### src/rtl/inferno_input_ctrl_pkg.sv
// inferno_input_ctrl_pkg: joystick bit map, control layouts and default timing for the Inferno input stage.
package inferno_input_ctrl_pkg;

    localparam int JOY_R     = 0;
    localparam int JOY_L     = 1;
    localparam int JOY_D     = 2;
    localparam int JOY_U     = 3;
    localparam int JOY_FA    = 4;
    localparam int JOY_FB    = 5;
    localparam int JOY_FC    = 6;
    localparam int JOY_FD    = 7;
    localparam int JOY_ST1   = 10;
    localparam int JOY_ST2   = 11;
    localparam int JOY_COIN  = 12;
    localparam int JOY_PAUSE = 15;

    localparam int DEF_DEBOUNCE_CYC = 120000;
    localparam int DEF_COIN_CYC     = 600000;
    localparam int DEF_ANA_THRESH   = 48;
    localparam int DEF_ANA_HYST     = 16;

    // any layout code with bit 1 set selects the split layout
    typedef enum logic [1:0] {
        MODE_FIRE  = 2'd0,
        MODE_DUAL  = 2'd1,
        MODE_SPLIT = 2'd2
    } mode_t;

    // MiSTer order {U,D,L,R} to the williams2 nibble order {R,L,D,U}
    function automatic logic [3:0] to_rldu(input logic [3:0] udlr);
        return {udlr[JOY_R], udlr[JOY_L], udlr[JOY_D], udlr[JOY_U]};
    endfunction

endpackage

### src/rtl/inferno_input_ctrl_if.sv
// inferno_input_ctrl_if: raw MiSTer joystick words in, williams2 button/joystick buses out.
interface inferno_input_ctrl_if;

    logic [31:0] joy1;
    logic [31:0] joy2;
    logic [15:0] joy1a;
    logic [15:0] joy2a;
    logic [1:0]  mode;
    logic        pause_en;
    logic [7:0]  BTN;
    logic [7:0]  JA;
    logic        pause_out;
    logic        j2_active;

    modport master (
        output joy1, joy2, joy1a, joy2a, mode, pause_en,
        input  BTN, JA, pause_out, j2_active
    );

    modport slave (
        input  joy1, joy2, joy1a, joy2a, mode, pause_en,
        output BTN, JA, pause_out, j2_active
    );

endinterface

### src/rtl/inferno_input_ctrl_debounce.sv
// input_debounce: accepts a new level only after it has held stable for CYC consecutive cycles.
module input_debounce #(
    parameter int CYC = 120000
) (
    input  logic clk_sys,
    input  logic reset_n,
    input  logic din,
    output logic dout
);

    localparam int W = $clog2(CYC + 1);

    logic [W-1:0] cnt;
    logic         raw_q;

    always_ff @(posedge clk_sys or negedge reset_n) begin
        if (!reset_n) begin
            cnt   <= '0;
            raw_q <= 1'b0;
            dout  <= 1'b0;
        end else if (din != raw_q) begin
            raw_q <= din;
            cnt   <= '0;
        end else if (cnt == W'(CYC - 1)) begin
            dout  <= raw_q;
        end else begin
            cnt   <= cnt + 1'b1;
        end
    end

endmodule

### src/rtl/inferno_input_ctrl.sv
// inferno_input_ctrl: debounces buttons, shapes coin, toggles pause, picks the analog stick
// and encodes the JA/BTN buses sampled by williams2.
module inferno_input_ctrl
    import inferno_input_ctrl_pkg::*;
#(
    parameter int DEBOUNCE_CYC = DEF_DEBOUNCE_CYC,
    parameter int COIN_CYC     = DEF_COIN_CYC,
    parameter int ANA_THRESH   = DEF_ANA_THRESH,
    parameter int ANA_HYST     = DEF_ANA_HYST
) (
    input  logic clk_sys,
    input  logic reset_n,
    inferno_input_ctrl_if.slave io
);

    localparam int CW = $clog2(COIN_CYC + 1);
    localparam logic signed [8:0] ON_LVL  = 9'(ANA_THRESH);
    localparam logic signed [8:0] OFF_LVL = 9'(ANA_THRESH - ANA_HYST);

    logic [31:0]       joy_or;
    logic              st1_deb, st2_deb, coin_deb, pause_deb;
    logic              st1_q, st2_q, coin_deb_q, pause_deb_q, pause_q, j2_q;
    logic [CW-1:0]     coin_cnt;
    logic              ana_r, ana_l, ana_d, ana_u;
    logic [15:0]       stick;
    logic signed [8:0] ax, ay;
    logic [3:0]        dir1, dir2, dir, fire;
    logic [7:0]        ja_d, ja_q;
    logic              unused_joy;

    assign joy_or     = io.joy1 | io.joy2;
    assign unused_joy = ^{joy_or[31:16], joy_or[14:13], joy_or[9:8]};

    input_debounce #(.CYC(DEBOUNCE_CYC)) u_deb_st1 (
        .clk_sys(clk_sys), .reset_n(reset_n), .din(joy_or[JOY_ST1]), .dout(st1_deb)
    );
    input_debounce #(.CYC(DEBOUNCE_CYC)) u_deb_st2 (
        .clk_sys(clk_sys), .reset_n(reset_n), .din(joy_or[JOY_ST2]), .dout(st2_deb)
    );
    input_debounce #(.CYC(DEBOUNCE_CYC)) u_deb_coin (
        .clk_sys(clk_sys), .reset_n(reset_n), .din(joy_or[JOY_COIN]), .dout(coin_deb)
    );
    input_debounce #(.CYC(DEBOUNCE_CYC)) u_deb_pause (
        .clk_sys(clk_sys), .reset_n(reset_n), .din(joy_or[JOY_PAUSE]), .dout(pause_deb)
    );

    // coin edges are only armed once the previous pulse has fully drained
    always_ff @(posedge clk_sys or negedge reset_n) begin
        if (!reset_n) begin
            st1_q       <= 1'b0;
            st2_q       <= 1'b0;
            coin_deb_q  <= 1'b0;
            pause_deb_q <= 1'b0;
            coin_cnt    <= '0;
            pause_q     <= 1'b0;
            j2_q        <= 1'b0;
        end else begin
            st1_q       <= st1_deb;
            st2_q       <= st2_deb;
            coin_deb_q  <= coin_deb;
            pause_deb_q <= pause_deb;
            coin_cnt    <= (coin_cnt != '0) ? coin_cnt - 1'b1 :
                           (coin_deb && !coin_deb_q) ? CW'(COIN_CYC) : '0;
            pause_q     <= !io.pause_en ? 1'b0 :
                           (pause_deb && !pause_deb_q) ? !pause_q : pause_q;
            j2_q        <= (io.joy1 != '0) ? 1'b0 : (io.joy2 != '0) ? 1'b1 : j2_q;
        end
    end

    assign stick = j2_q ? io.joy2a : io.joy1a;
    assign ax    = {stick[7], stick[7:0]};
    assign ay    = {stick[15], stick[15:8]};

    // 9-bit signed compares keep -128 as a full-scale deflection
    always_ff @(posedge clk_sys or negedge reset_n) begin
        if (!reset_n) begin
            ana_r <= 1'b0;
            ana_l <= 1'b0;
            ana_d <= 1'b0;
            ana_u <= 1'b0;
            ja_q  <= 8'hFF;
        end else begin
            ana_r <= (ax >= ON_LVL)  ? 1'b1 : (ax < OFF_LVL)  ? 1'b0 : ana_r;
            ana_l <= (ax <= -ON_LVL) ? 1'b1 : (ax > -OFF_LVL) ? 1'b0 : ana_l;
            ana_d <= (ay >= ON_LVL)  ? 1'b1 : (ay < OFF_LVL)  ? 1'b0 : ana_d;
            ana_u <= (ay <= -ON_LVL) ? 1'b1 : (ay > -OFF_LVL) ? 1'b0 : ana_u;
            ja_q  <= ~ja_d;
        end
    end

    always_comb begin
        dir1 = to_rldu(io.joy1[3:0]) | {ana_r, ana_l, ana_d, ana_u};
        dir2 = to_rldu(io.joy2[3:0]);
        dir  = dir1 | dir2;
        fire = {joy_or[JOY_FA], joy_or[JOY_FD], joy_or[JOY_FB], joy_or[JOY_FC]};
        ja_d = (io.mode == MODE_FIRE) ? {fire, dir} :
               (io.mode == MODE_DUAL) ? {dir, dir} : {dir2, dir1};
    end

    assign io.BTN       = {5'b0, st1_q, st2_q, coin_cnt != '0};
    assign io.JA        = ja_q;
    assign io.pause_out = pause_q;
    assign io.j2_active = j2_q;

endmodule

### src/flat_wrapper.sv
// flat-port wrapper written by rule: the top's interface ports become plain ports
module inferno_input_ctrl_flat import inferno_input_ctrl_pkg::*;
#(
    parameter int DEBOUNCE_CYC = DEF_DEBOUNCE_CYC,
    parameter int COIN_CYC     = DEF_COIN_CYC,
    parameter int ANA_THRESH   = DEF_ANA_THRESH,
    parameter int ANA_HYST     = DEF_ANA_HYST
)
  (clk_sys, reset_n, io_joy1, io_joy2, io_joy1a, io_joy2a, io_mode, io_pause_en, io_BTN, io_JA, io_pause_out, io_j2_active);
  inferno_input_ctrl_if io_i ();
  input  logic clk_sys;
  input  logic reset_n;
  input wire logic [$bits(io_i.joy1)-1:0] io_joy1;
  input wire logic [$bits(io_i.joy2)-1:0] io_joy2;
  input wire logic [$bits(io_i.joy1a)-1:0] io_joy1a;
  input wire logic [$bits(io_i.joy2a)-1:0] io_joy2a;
  input wire logic [$bits(io_i.mode)-1:0] io_mode;
  input wire logic [$bits(io_i.pause_en)-1:0] io_pause_en;
  output wire logic [$bits(io_i.BTN)-1:0] io_BTN;
  output wire logic [$bits(io_i.JA)-1:0] io_JA;
  output wire logic [$bits(io_i.pause_out)-1:0] io_pause_out;
  output wire logic [$bits(io_i.j2_active)-1:0] io_j2_active;
  assign io_i.joy1 = io_joy1;
  assign io_i.joy2 = io_joy2;
  assign io_i.joy1a = io_joy1a;
  assign io_i.joy2a = io_joy2a;
  assign io_i.mode = io_mode;
  assign io_i.pause_en = io_pause_en;
  assign io_BTN = io_i.BTN;
  assign io_JA = io_i.JA;
  assign io_pause_out = io_i.pause_out;
  assign io_j2_active = io_i.j2_active;
  inferno_input_ctrl #(.DEBOUNCE_CYC(DEBOUNCE_CYC), .COIN_CYC(COIN_CYC), .ANA_THRESH(ANA_THRESH), .ANA_HYST(ANA_HYST)) u_core (.clk_sys(clk_sys), .reset_n(reset_n), .io(io_i));
endmodule
### config.mk
export PLATFORM = sky130hd
export DESIGN_NAME = inferno_input_ctrl_flat
export DESIGN_NICKNAME = d
export VERILOG_FILES = /design/src/rtl/inferno_input_ctrl_pkg.sv /design/src/rtl/inferno_input_ctrl_if.sv /design/src/rtl/inferno_input_ctrl_debounce.sv /design/src/rtl/inferno_input_ctrl.sv /design/src/flat_wrapper.sv
export SDC_FILE = /design/constraint.sdc
export NUM_CORES = 1
export LEC_CHECK = 0
export BUFFER_PORTS_ARGS = -buffer_cell sky130_fd_sc_hd__buf_2
export CAP_MARGIN = 5
export CORE_UTILIZATION = 55
export CTS_BUF_LIST = sky130_fd_sc_hd__clkbuf_8
export CTS_CLUSTER_DIAMETER = 50
export DETAILED_ROUTE_END_ITERATION = 10
export PLACE_DENSITY = 0.8
export SLEW_MARGIN = 40
export SYNTH_ARGS = -nofsm -noshare
export SYNTH_HDL_FRONTEND = slang
export SYNTH_SLANG_ARGS = --single-unit
### constraint.sdc
create_clock -name clk_sys -period 4.8 [get_ports clk_sys]
set_input_delay 0.96 -clock clk_sys [delete_from_list [all_inputs] [get_ports clk_sys]]
set_output_delay 0.96 -clock clk_sys [all_outputs]
set_load 0.03 [all_outputs]
==> results of run 1 <==
## flip-flops by register name (all words and copies together) (netlist names), 8 cells and up
register,count
u_core.u_deb_pause.cnt,17
u_core.u_deb_coin.cnt,17
u_core.u_deb_st2.cnt,17
u_core.coin_cnt,20
u_core.io.JA,8
u_core.u_deb_st1.cnt,17
## cells by family (layout without fill, tap and decap cells)
logic type | count (synthesis) | after routing | share of synthesized area [%]
other | 1 | 5 | 0.06159
adders and majority gates | 6 | 6 | 1.233
muxes | 19 | 19 | 3.206
AOI/OAI and AO/OA | 128 | 128 | 13.56
buffers and inverters | 41 | 161 | 3.041
and+or+nand+nor | 284 | 284 | 26.70
DFF | 114 | 114 | 47.02
xor gates and xnor gates | 36 | 36 | 5.179
## how the worst max path moves through the flow
stage,start,endpoint,depth (start not counted),slack [ns]
after floorplan,u_core.coin_cnt[0],io_BTN[0],5,2.32
after global placement,u_core.coin_cnt[3],io_BTN[0],5,1.61
after detailed placement,u_core.coin_cnt[8],io_BTN[0],5,1.36
after CTS,u_core.coin_cnt[8],io_BTN[0],5,0.88
after global routing,u_core.coin_cnt[8],io_BTN[0],5,0.66
final,u_core.coin_cnt[8],io_BTN[0],5,0.91
## per-stage QoR
stage / worst slack, ns / utilization [%]
5_1_grt: 0.6586 / 65.64
3_3_place_gp: 1.611 / 62.42
4_1_cts: 0.8813 / 65.62
3_5_place_dp: 1.360 / 62.52
2_1_floorplan: 2.323 / -
6_report: 0.9142 / 65.64
## routing by layer
metal  wire [µm]  share of wire (%)
met5           0                  0
met4         201                1.4
met1        6203                 43
met3         763                5.3
met2        7096                 50
## power groups by stage
stage	Sequential, W	Combinational (W)	Clock (W)
3_5_place_dp	0.00109	0.000427	0
6_report	0.00108	0.000421	0.000760
3_3_place_gp	0.00109	0.000404	0
2_1_floorplan	0.00109	0.000277	0
4_1_cts	0.00107	0.000429	0.000776
5_1_grt	0.00108	0.000479	0.000826
## worst max-delay path, stage by stage, from the launching register on
cell and delay [ns]:
dfrtp_1 0.42, nor4_1 0.59, nand4_4 0.30, nor3_2 0.65, inv_1 0.27, buf_2 0.25
## area by class of cell
class                           instances  area share [%]
Clock buffer                           21           4.080
Clock inverter                         10          0.6358
Inverter                               14          0.7418
Multi-Input combinational cell        478           43.24
Sequential cell                       114           40.41
Tap cell                              140           2.473
Timing Repair Buffer                  116           8.425
## placed cells by master, fill, tap and decap left out, drive strengths merged, types with 5 or more instances in the layout
cell / n
buf: 115
dfrtp: 106
nor2: 51
nand2: 41
a21oi: 36
nand3: 29
nor4: 26
nand4: 25
o21ai: 24
xor2: 23
clkbuf: 22
inv: 18
nor3: 18
or3: 16
mux2i: 15
o31ai: 14
or4: 14
a31oi: 13
and2: 13
xnor2: 13
and3: 12
a211oi: 12
dfstp: 8
a21boi: 7
and4: 7
nand2b: 7
nor2b: 6
ha: 6
clkinv: 6
o211ai: 5
conb: 5
==> impl_metrics.env, run 1 <==
export IMPL_drtPass1Iterations=8
export IMPL_netlist_instances=629
export IMPL_synthDistinctLibCells=57
export IMPL_end_kind="output port"
export IMPL_finalPower_w=0.002257
export IMPL_die_width_um=107.2
export IMPL_vias=5361
export IMPL_die_area_um2=11490
export IMPL_drt_iter0_markers=294
export IMPL_synthTopCellsByArea="dfrtp_1 44%, dfstp_2 3.5%, xor2_1 3.3%"
export IMPL_cts_buffers=17
export IMPL_reg2reg_slack_ns=2.25
export IMPL_reg2regPathDepth=5
export IMPL_worst_pin_slew_ns=0.7451
export IMPL_vias_per_cell=6.003
export IMPL_fmax_mhz=257.3
export IMPL_regArea_um2=2863
export IMPL_required_ns=3.84
export IMPL_synth_top_area_share_pct=43.57
export IMPL_final_setup_tns_ns=0
export IMPL_start_util_pct=56.41
export IMPL_synth_edf_count=0
export IMPL_root_buffer="clkbuf_8"
export IMPL_post_dp_hpwl_mm=10.68
export IMPL_finalInstanceArea_um2=7084
export IMPL_ir_worst_vdd_v=0.0002086
export IMPL_io_pins=119
export IMPL_synth_async_reset_ratio_pct=100.0
export IMPL_synth_common_cells="106 x dfrtp_1, 51 x nor2_1, 41 x nand2_1"
export IMPL_setup_viol=0
export IMPL_syn_to_final_growth_pct=16.36
export IMPL_sw_frac_of_total_pct=29.77
export IMPL_syn_area_per_cell_um2=9.679
export IMPL_crit_type="register to output port"
export IMPL_dpl_cell_count=862
export IMPL_drc=2
export IMPL_r2r_end="u_core.coin_cnt[10]"
export IMPL_antenna_left=0
export IMPL_cts_resized=0
export IMPL_hold_viol=0
export IMPL_gr_max_usage_layer="met2"
export IMPL_grt_pass1_wl_mm=23.86
export IMPL_worstHoldStart="u_core.u_deb_st2.dout"
export IMPL_cp_max_fo=11
export IMPL_nets=848
export IMPL_synth_largest_area_cell="dfrtp_1"
export IMPL_drive_gt1_share_pct=22.44
export IMPL_power_density_nw_per_um2=318.5
export IMPL_violations="DRC"
export IMPL_antenna_found_initial=0
export IMPL_syn_area_um2=6088
export IMPL_row_count=38
export IMPL_diodes=0
export IMPL_cp_data_arrival_time_ns=2.93
export IMPL_maxCapViolCount=0
export IMPL_reg2reg_from="u_core.coin_cnt[8]"
export IMPL_postCtsSetupRepairBufs=0
export IMPL_seqPwrFrac_pct=47.7
export IMPL_gr_usage_met1_pct=34.22
export IMPL_layoutNonFillerInstCount=893
export IMPL_place_area_um2=6748
export IMPL_port_buffer_count=113
export IMPL_holdPathEnd="u_core.st2_q"
export IMPL_grt_pass1_vias=5122
export IMPL_rsz0062_at_grt="false"
export IMPL_power_switching_w=0.0006717
export IMPL_ys_seq_elements=114
export IMPL_cts_buffer_depth=2
export IMPL_max_slew_margin_pct=49.97
export IMPL_yosys_warnings=0
export IMPL_worst_setup_path_start_kind="register"
export IMPL_cts_tree="built"
export IMPL_die_h_um=107.2
export IMPL_min_path_cells=0
export IMPL_p_int_w=0.001585
export IMPL_routabilityCongestion=0.8609
export IMPL_ys_seq_area_share_pct=47.02
export IMPL_fin_skew_ns=0.008098
export IMPL_pwr_share_clk_pct=33.7
export IMPL_final_max_slew_viol_count=0
export IMPL_clk_latency_ns=0.44
export IMPL_cts_hold_buf=0
export IMPL_grt_total_usage_pct=26.86
export IMPL_routedWlPerCell_um=15.97
export IMPL_hold_slack_ns=0.3795
export IMPL_multi_input_area_um2=3063
export IMPL_synth_ff_type="dfrtp_1"
export IMPL_grt_max_degree=85
export IMPL_finalCritPeriodShare_pct=80.95
export IMPL_period_minus_slack_ns=3.886
export IMPL_coreArea_um2=10790
export IMPL_status="finished with violations"
export IMPL_p_leak_nw=3.289
export IMPL_cts_sinks=114
export IMPL_hold_class="register to register"
export IMPL_gr_usage_met3_pct=6.748
export IMPL_fill_cells=846
export IMPL_grt_overflow=0
export IMPL_cts_htree_levels=4
export IMPL_yosysMostFrequentCell="dfrtp_1"
export IMPL_path_clk_slew_ns=0.06
export IMPL_wirelength_mm=14.26
export IMPL_met2_usage_pct=45.02
export IMPL_p_comb_share_pct=18.7
(Power assumes the default switching activity.)
==> run 2, diff against run 1 <==
==> constraint.sdc (replaced) <==
create_clock -name clk_sys -period 4 [get_ports clk_sys]
set_input_delay 0.8 -clock clk_sys [delete_from_list [all_inputs] [get_ports clk_sys]]
set_output_delay 0.8 -clock clk_sys [all_outputs]
set_load 0.03 [all_outputs]
==> run 2 against run 1 <==
  * The flow still finishes with violations (DRC)
  * Largest power group unchanged
  * Count of clock-buffer cells in the layout stayed put
  * Critical path depth unchanged
  * Sequential cell count unchanged
  * Largest cell class unchanged
  * Core utilization is 1.4 points higher
==> impl_metrics.env, run 2 (synthesis results as in run 1) <==
export IMPL_status="finished with violations"
export IMPL_violations="DRC"
export IMPL_cts_buffer_depth=2
export IMPL_start_util_pct=56.41
export IMPL_drc=2
export IMPL_reg2reg_from="u_core.coin_cnt[8]"
export IMPL_cts_tree="built"
export IMPL_final_cell_mix="112 x buf_2, 106 x dfrtp_1, 51 x nor2_1, 41 x nand2_1, 36 x a21oi_1"
export IMPL_largest_register="u_core.coin_cnt"
export IMPL_max_stage_delay_ns=0.54
export IMPL_coreArea_um2=10790
export IMPL_cts_htree_levels=4
export IMPL_cts_buffers=17
export IMPL_antenna_found_initial=0
export IMPL_grt_pass1_wl_mm=25.08
export IMPL_cp_max_fo=10
export IMPL_rsz0062_at_grt="false"
export IMPL_io_pins=119
export IMPL_final_common_cell="buf_2"
export IMPL_port_buffer_count=113
export IMPL_drtPass1Iterations=8
export IMPL_finalCritPeriodShare_pct=77.37
export IMPL_period_minus_slack_ns=3.095
export IMPL_fin_skew_ns=0.01030
export IMPL_root_buffer="clkbuf_8"
export IMPL_cts_sinks=114
export IMPL_grt_pass1_vias=5368
export IMPL_worst_pin_slew_ns=0.6902
export IMPL_maxCapViolCount=0
export IMPL_max_slew_margin_pct=53.76
export IMPL_required_ns=3.20
export IMPL_worst_setup_path_start_kind="register"
export IMPL_routabilityCongestion=0.9236
export IMPL_grt_max_degree=65
export IMPL_nets=850
export IMPL_layoutNonFillerInstCount=896
export IMPL_hold_viol=0
export IMPL_worstSetupStartpoint="u_core.coin_cnt[8]"
export IMPL_wirelength_mm=15.00
export IMPL_path_clk_slew_ns=0.07
export IMPL_syn_to_final_growth_pct=18.82
export IMPL_power_density_nw_per_um2=426.1
export IMPL_clk_latency_ns=0.44
export IMPL_die_area_um2=11490
export IMPL_antenna_left=0
export IMPL_grt_overflow=0
export IMPL_setup_viol=0
export IMPL_diodes=0
export IMPL_cp_top_family="simple AND/OR/NAND/NOR gates"
export IMPL_crit_slowest_cell="nor4_1"
export IMPL_die_width_um=107.2
export IMPL_largest_reg_flops=20
export IMPL_cts_hold_buf=0
export IMPL_hold_class="primary input to asynchronous set/reset pin"
export IMPL_p_leak_nw=3.342
export IMPL_fmax_mhz=323.1
export IMPL_row_count=38
export IMPL_die_h_um=107.2
export IMPL_dpl_cell_count=864
export IMPL_crit_type="register to output port"
export IMPL_cp_data_arrival_time_ns=2.29
export IMPL_end_kind="output port"
export IMPL_crit_chain="nor4_1 -> nand4_4 -> nor3_2 -> inv_1 -> buf_2"
export IMPL_post_dp_hpwl_mm=10.94
export IMPL_postCtsSetupRepairBufs=0
export IMPL_drt_iter0_markers=352
export IMPL_final_setup_tns_ns=0
export IMPL_crit_buf_inv=2
export IMPL_ir_worst_vdd_v=0.0002291
export IMPL_grt_total_usage_pct=27.99
export IMPL_drive_gt1_share_pct=23.02
export IMPL_reg2reg_slack_ns=1.96
export IMPL_cts_resized=0
export IMPL_vias=5474
export IMPL_vias_per_cell=6.109
export IMPL_routedWlPerCell_um=16.74
export IMPL_final_max_slew_viol_count=0
==> run 2: cell count changes in the layout (fill, tap and decap cells not counted), sizes merged <==
| cell | delta |
|---|---|
| bufinv | +5 |
| clkinv | -4 |
| buf | +3 |
| clkinvlp | +2 |
| inv | -2 |
| clkbuf | -1 |
==> run 2: final cells by class <==
cell class,count,area (µm²)
Timing Repair Buffer,118,609.3
Clock inverter,11,182.7
Inverter,14,52.55
Multi-Input combinational cell,478,3063
Tap cell,140,175.2
Sequential cell,114,2863
Clock buffer,21,289.0
Fill cell,849,3558
==> run 2: where the power goes <==
group | switching, W | internal [W]
registers | 0.0000597 | 0.00123
logic | 0.000321 | 0.000205
clock network | 0.000463 | 0.000802
total | 0.000843 | 0.00224
==> run 2: layer usage <==
metal  share of wire, %  vias to the layer above  track usage (%)
met1                 43                     2666            34.77
met5                  0                        -                0
met2                 50                      204            47.83
met4                1.3                        0            9.589
met3                6.3                       20            6.505
li1                   -                     2584                -
==> run 2: final timing paths <==
path                                            end  depth (start not counted)
min in group clk_sys                   u_core.st2_q                          0
max in group asynchronous        u_core.coin_cnt[2]                          2
setup / recovery                          io_BTN[0]                          5
setup reg to reg                u_core.coin_cnt[17]                          4
hold / removal             u_core.u_deb_st2.cnt[11]                          1
hold reg to reg                        u_core.st2_q                          0
==> run 2: metrics by stage <==
step | setup WS, ns | hold WS (ns) | util, % | power (W) | area (µm²)
floorplan | 1.683 | 0.3486 | - | 0.001640 | 6103
global placement | 1.468 | 0.3609 | 62.56 | 0.001806 | 6751
detailed placement | 1.355 | 0.3595 | 62.62 | 0.001832 | 6759
CTS | 0.8770 | 0.3746 | 67.00 | 0.003099 | 7231
global route | 0.7515 | 0.3831 | 67.03 | 0.003218 | 7234
finish | 0.9053 | 0.3359 | 67.03 | 0.003083 | 7234
